===== src/rtl/onehot_decoder_seq_pkg.sv =====
// Shared definitions for the one-hot decoder/scan sequencer: mode encodings
// and a width helper for the prescaler.
package onehot_decoder_seq_pkg;

    typedef enum logic [1:0] {
        MODE_HOLD    = 2'b00,
        MODE_LOAD    = 2'b01,
        MODE_SCAN_UP = 2'b10,
        MODE_SCAN_DN = 2'b11
    } mode_t;

    // Bits needed to count 0..v-1, never less than one.
    function automatic int clog2_min1(input int v);
        int r;
        r = 0;
        while ((1 << r) < v) r++;
        return (r < 1) ? 1 : r;
    endfunction

endpackage


===== src/rtl/onehot_decoder_seq_if.sv =====
// Control and status bundle of the decoder; the master drives en/mode/a,
// the slave (the decoder) returns the registered decode and its status.
interface onehot_decoder_seq_if #(parameter int N = 3);
    import onehot_decoder_seq_pkg::*;

    // valid is a status qualifier (idx is defined), not a handshake: there is
    // no ready, and en/mode/a are sampled on every rising clock edge.
    logic              en;
    mode_t             mode;
    logic [N-1:0]      a;
    logic [2**N-1:0]   out;
    logic [N-1:0]      idx;
    logic              valid;
    logic              wrap;

    modport master (output en, mode, a, input out, idx, valid, wrap);
    modport slave  (input en, mode, a, output out, idx, valid, wrap);

endinterface


===== src/rtl/onehot_decoder_seq_dec.sv =====
// Plain N-to-2^N one-hot decode; polarity and valid gating live in the parent.
module onehot_dec #(
    parameter int N = 3
) (
    input  logic [N-1:0]    sel,
    output logic [2**N-1:0] dec
);
    localparam int OUT_W = 2**N;

    assign dec = OUT_W'(1) << sel;

endmodule


===== src/rtl/onehot_decoder_seq.sv =====
// Registered one-hot decoder with load/hold and prescaled up/down scanning;
// out is derived only from the registered idx/valid.
module onehot_decoder_seq
    import onehot_decoder_seq_pkg::*;
#(
    parameter int N          = 3,
    parameter int DIV        = 4,
    parameter int ACTIVE_LOW = 0
) (
    input  logic                  clk,
    input  logic                  rst_n,
    onehot_decoder_seq_if.slave   bus
);
    localparam int OUT_W = 2**N;
    localparam int PW    = clog2_min1(DIV);
    localparam logic [OUT_W-1:0] POL = (ACTIVE_LOW != 0) ? {OUT_W{1'b1}} : {OUT_W{1'b0}};

    if (N < 1 || N > 6 || DIV < 1) begin : g_bad_param
        $fatal(1, "onehot_decoder_seq: N must be 1..6 and DIV >= 1");
    end

    logic [N-1:0]  idx_q;
    logic          valid_q;
    logic          wrap_q;
    logic [PW-1:0] presc_q;
    mode_t         last_mode_q;

    logic          scan_up;
    logic          step_due;
    logic          at_edge;
    logic [N-1:0]  idx_step;
    logic [OUT_W-1:0] dec;

    always_comb begin
        scan_up  = (bus.mode == MODE_SCAN_UP);
        step_due = (presc_q == PW'(DIV - 1));
        idx_step = scan_up ? (idx_q + N'(1)) : (idx_q - N'(1));
        at_edge  = scan_up ? (idx_q == {N{1'b1}}) : (idx_q == {N{1'b0}});
    end

    // last_mode_q only tracks enabled cycles so an en=0 gap does not count
    // as a mode change and the prescaler resumes where it stopped.
    always_ff @(posedge clk) begin
        if (!rst_n) begin
            idx_q       <= '0;
            valid_q     <= 1'b0;
            wrap_q      <= 1'b0;
            presc_q     <= '0;
            last_mode_q <= MODE_HOLD;
        end else begin
            wrap_q <= 1'b0;
            if (bus.en) begin
                last_mode_q <= bus.mode;
                case (bus.mode)
                    MODE_HOLD: begin
                        presc_q <= '0;
                    end
                    MODE_LOAD: begin
                        idx_q   <= bus.a;
                        valid_q <= 1'b1;
                        presc_q <= '0;
                    end
                    default: begin
                        if (!valid_q) begin
                            idx_q   <= '0;
                            valid_q <= 1'b1;
                            presc_q <= '0;
                        end else if (bus.mode != last_mode_q) begin
                            presc_q <= '0;
                        end else if (step_due) begin
                            idx_q   <= idx_step;
                            presc_q <= '0;
                            wrap_q  <= at_edge;
                        end else begin
                            presc_q <= presc_q + PW'(1);
                        end
                    end
                endcase
            end
        end
    end

    onehot_dec #(.N(N)) u_dec (
        .sel (idx_q),
        .dec (dec)
    );

    assign bus.out   = (valid_q ? dec : {OUT_W{1'b0}}) ^ POL;
    assign bus.idx   = idx_q;
    assign bus.valid = valid_q;
    assign bus.wrap  = wrap_q;

endmodule


===== src/flat_wrapper.sv =====
// flat-port wrapper written by rule: the top's interface ports become plain ports
module onehot_decoder_seq_flat import onehot_decoder_seq_pkg::*;
#(
    parameter int N          = 3,
    parameter int DIV        = 4,
    parameter int ACTIVE_LOW = 0
)
  (clk, rst_n, bus_en, bus_mode, bus_a, bus_out, bus_idx, bus_valid, bus_wrap);
  onehot_decoder_seq_if #(.N(N)) bus_i ();
  input  logic clk;
  input  logic rst_n;
  input wire logic [$bits(bus_i.en)-1:0] bus_en;
  input wire logic [$bits(bus_i.mode)-1:0] bus_mode;
  input wire logic [$bits(bus_i.a)-1:0] bus_a;
  output wire logic [$bits(bus_i.out)-1:0] bus_out;
  output wire logic [$bits(bus_i.idx)-1:0] bus_idx;
  output wire logic [$bits(bus_i.valid)-1:0] bus_valid;
  output wire logic [$bits(bus_i.wrap)-1:0] bus_wrap;
  assign bus_i.en = bus_en;
  assign bus_i.mode = bus_mode;
  assign bus_i.a = bus_a;
  assign bus_out = bus_i.out;
  assign bus_idx = bus_i.idx;
  assign bus_valid = bus_i.valid;
  assign bus_wrap = bus_i.wrap;
  onehot_decoder_seq #(.N(N), .DIV(DIV), .ACTIVE_LOW(ACTIVE_LOW)) u_core (.clk(clk), .rst_n(rst_n), .bus(bus_i));
endmodule

===== config.mk =====
export PLATFORM = sky130hd
export DESIGN_NAME = onehot_decoder_seq_flat
export DESIGN_NICKNAME = d
export VERILOG_FILES = /design/src/rtl/onehot_decoder_seq_pkg.sv /design/src/rtl/onehot_decoder_seq_if.sv /design/src/rtl/onehot_decoder_seq_dec.sv /design/src/rtl/onehot_decoder_seq.sv /design/src/flat_wrapper.sv
export SDC_FILE = /design/constraint.sdc
export NUM_CORES = 1
export LEC_CHECK = 0
export CORE_MARGIN = 2
export CORE_UTILIZATION = 45
export CTS_BUF_LIST = sky130_fd_sc_hd__clkbuf_8 sky130_fd_sc_hd__clkbuf_16
export DETAILED_ROUTE_END_ITERATION = 6
export GPL_ROUTABILITY_DRIVEN = 0
export PLACE_DENSITY_LB_ADDON = 0.1
export SLEW_MARGIN = 10
export SYNTH_ARGS = -nofsm -noshare
export SYNTH_HDL_FRONTEND = slang
export SYNTH_SLANG_ARGS = --single-unit

===== constraint.sdc =====
create_clock -name clk -period 3.9 [get_ports clk]
set_input_delay 0.585 -clock clk [delete_from_list [all_inputs] [get_ports clk]]
set_output_delay 0.585 -clock clk [all_outputs]
set_load 0.02 [all_outputs]

==> flow_metrics.env <==
export IMPL_outcome="finished, final reports clean"
export IMPL_io_buffers=20
export IMPL_grt_pass1_wl_mm=1.83
export IMPL_path_buf_inv=1
export IMPL_final_util_pct=66.9
export IMPL_cts_clk_slew_worst_paths_ps=40
export IMPL_critPathKind="in2reg"
export IMPL_yosysTopAreaCellShare_pct=29.3
export IMPL_slew_violations=0
export IMPL_synth_compound_area_share_pct=19.9
export IMPL_synth_most_common_cell="nor2_1"
export IMPL_ctsHtreeMaxLevel=1
export IMPL_regArea_um2=180
export IMPL_post_cts_resized=0
export IMPL_synth_top_family_by_area="simple AND/OR/NAND/NOR gates"
export IMPL_wl_met3_um=67
export IMPL_synth_warnings=0
export IMPL_wl_per_cell_um=10.5
export IMPL_hold_depth=2
export IMPL_insertion_delay_ps=220
export IMPL_reg2reg_depth=6
export IMPL_rsz0062_at_grt="false"
export IMPL_hold_class="reg2reg"
export IMPL_hold_viol_final=0
export IMPL_synth_area_leader_cell="dfxtp_1"
export IMPL_combPwrFrac_pct=25.7
export IMPL_yosys_register_bits=9
export IMPL_pwr_share_seq_pct=38.3
export IMPL_synth_area_um2=616
export IMPL_synthAdderAreaFrac_pct=5.28
export IMPL_fill_cells=126
export IMPL_cts_tree="done"
export IMPL_core_um2=1280
export IMPL_fmax_mhz=435
export IMPL_avgSynthCellArea_um2=7.99
export IMPL_seq_area_frac_synth_pct=29.3
export IMPL_p_per_area_nw_per_um2=322
export IMPL_synth_edff_count=0
export IMPL_p_leak_nw=0.331
export IMPL_cts_hold_buf=0
export IMPL_drv_cap=0
export IMPL_rrSetupSlack_ps=2070
export IMPL_top_layer="met3"
export IMPL_pwr_share_clk_pct=36.1
export IMPL_cp_start_kind="primary input"
export IMPL_overflow=0
export IMPL_arrival_ps=2400
export IMPL_drive_gt1_share_pct=10.2
export IMPL_drtIter0Drc=16
export IMPL_power_switching_mw=0.0756
export IMPL_diodes=0
export IMPL_boundaryPins=21
export IMPL_met2_length_um=615
export IMPL_r2r_start="u_core.bus.idx[0]$_SDFFE_PN0P_"
export IMPL_place_hpwl_um=958
export IMPL_async_flop_share_pct=0
export IMPL_grt_pass1_vias=469
export IMPL_critPathTopFamily="buffers and inverters"
export IMPL_synth_distinct_cells=31
export IMPL_yosys_top_cells_count="nor2_1 (14), dfxtp_1 (9), inv_1 (5), nand2_1 (5)"
export IMPL_grt_usage_pct=16.4
export IMPL_grt_max_degree=10
export IMPL_netlist_top_cells_area="dfxtp_1 (29%), nor2_1 (8.5%), a211oi_2 (6.1%)"
export IMPL_setup_tns_ps=0
export IMPL_synth_simple_area_share_pct=30.1
export IMPL_slowest_stage="clkdlybuf4s50_1"
export IMPL_cts_sinks=9
export IMPL_vias_per_cell=5.06
export IMPL_intPower_mw=0.202
export IMPL_wl_met1_um=505
export IMPL_fin_nets=109
export IMPL_cts_root_buf="clkbuf_8"
export IMPL_vias=572
export IMPL_whs_endpoint="u_core.last_mode_q[1]$_SDFFE_PN0P_"
export IMPL_final_setup_skew_ps=2.28
export IMPL_crit_fanout=8
export IMPL_post_cts_setup_buffers=0
export IMPL_drt_drc_violations_left=0
export IMPL_cpPeakStageDelay_ps=540
export IMPL_setup_violations=0
export IMPL_synthToLayoutAreaGrowth_pct=39.6
export IMPL_syn_inst=77
export IMPL_synthMuxAreaShare_pct=4.88
export IMPL_ir_drop_mv=0.284
export IMPL_r2r_end="u_core.bus.idx[2]$_SDFFE_PN0P_"
export IMPL_antenna_found_initial=0
export IMPL_synth_xor_area_share_pct=4.27
export IMPL_timing_slew_headroom_pct=76.0
export IMPL_p_sw_share_pct=27.3
export IMPL_drt_wl_total_mm=1.19
export IMPL_dr_pass1_iters=4
export IMPL_start_util_pct=47.9
export IMPL_crit_chain="clkdlybuf4s50_1 > nor2b_1 > fa_1 > xnor2_1 > o22ai_1 > a22oi_1 > a211oi_2"
export IMPL_placement_rows=13
export IMPL_period_minus_slack_ps=2300
export IMPL_synth_fp_nets=87
export IMPL_ys_flop_type="dfxtp_1"
export IMPL_cts_buffer_depth=2
export IMPL_worst_pin_slew_ps=357
export IMPL_finalCritPeriodShare_pct=59.0
export IMPL_ant_nets=0
export IMPL_multi_input_area_um2=397
export IMPL_die_area_um2=1680
export IMPL_die_h_um=41.0
export IMPL_hold_start="u_core.last_mode_q[1]$_SDFFE_PN0P_"
export IMPL_cts_buffers=3
export IMPL_die_x_um=41.0
export IMPL_crit_required_ps=4000
export IMPL_endpoint_kind="flip-flop"
-- worst register-to-register path, cell delays in order, from the launching register on --
cell and delay (ps):
dfxtp_1 460, inv_1 140, fa_1 440, xnor2_1 230, o22ai_1 100, a22oi_1 230
a211oi_2 90
-- state kept, by name, summed over array words and instances (netlist names) --
signal,count
u_core.bus.idx,3
u_core.bus.wrap,1
u_core.presc_q,2
u_core.last_mode_q,2
u_core.bus.valid,1
-- worst max-delay path by stage --
stage | depth (start not counted) | to | from | slack (ps)
finish | 7 | u_core.bus.idx[2]$_SDFFE_PN0P_ | bus_mode[1] | 1600
global route | 7 | u_core.bus.idx[2]$_SDFFE_PN0P_ | bus_mode[1] | 1470
CTS | 7 | u_core.bus.idx[2]$_SDFFE_PN0P_ | bus_mode[1] | 1600
detailed placement | 7 | u_core.bus.idx[2]$_SDFFE_PN0P_ | bus_mode[1] | 1360
global placement | 7 | u_core.bus.idx[2]$_SDFFE_PN0P_ | bus_mode[1] | 1440
floorplan | 7 | u_core.bus.idx[2]$_SDFFE_PN0P_ | bus_mode[1] | 1980
-- power by group through the flow --
stage               combinational (mW)  clock [mW]  sequential (mW)
CTS                             0.0715       0.105            0.106
detailed placement              0.0713           0            0.108
finish                          0.0712       0.100            0.106
global placement                0.0708           0            0.108
floorplan                       0.0462           0            0.108
global route                    0.0781       0.112            0.107
-- layout by cell type (no fill, tap or decap), drive strengths merged --
master and count:
and2b 2, nor2 14, nand2b 2, dfxtp 9, clkdlybuf4s50 20, o21a 2, clkbuf 3, or4 1
a22oi 1, and3 1, nor3 3, a31oi 4, a21o 1, or2b 1, nor2b 4, o21ai 1
ha 1, nand2 6, fa 1, mux2i 3, nand3 1, a21oi 3, o22ai 1, a211oi 3
xnor2 2, nand4 1, xor2 1, inv 6
-- kinds of logic (layout without fill, tap and decap cells) --
group	Yosys count	count (layout)
muxes	3	3
AOI/OAI and AO/OA	16	16
buffers and inverters	8	29
DFF	9	9
adders and majority gates	2	2
and+or+nand+nor	36	36
xor gates and xnor gates	3	3
-- cell type report --
class                      instances  share of cell area [%]
clock buffer                       3                    4.80
sequential                         9                    21.0
timing repair buffer              20                    23.3
clock inverter                     1                   0.437
tap                               15                    2.18
inverter                           5                    2.18
multi-input combinational         60                    46.1
-- metrics by stage --
| step | setup slack [ps] | area (um^2) | power (mW) | cells | hold slack, ps |
|---|---|---|---|---|---|
| floorplan | 1980 | 616 | 0.154 | 77 | 508 |
| global placement | 1440 | 815 | 0.178 | 109 | 552 |
| detailed placement | 1360 | 815 | 0.179 | 109 | 568 |
| CTS | 1600 | 860 | 0.283 | 113 | 575 |
| global route | 1470 | 860 | 0.297 | 113 | 602 |
| finish | 1600 | 860 | 0.277 | 113 | 564 |
-- layer usage --
layer  vias up  global-route usage [%]
li1        306                       -
met1       250                    17.9
met2        16                    30.9
met3         0                    6.52
met4         0                       0
met5         -                       0
(Power assumes the default switching activity.)
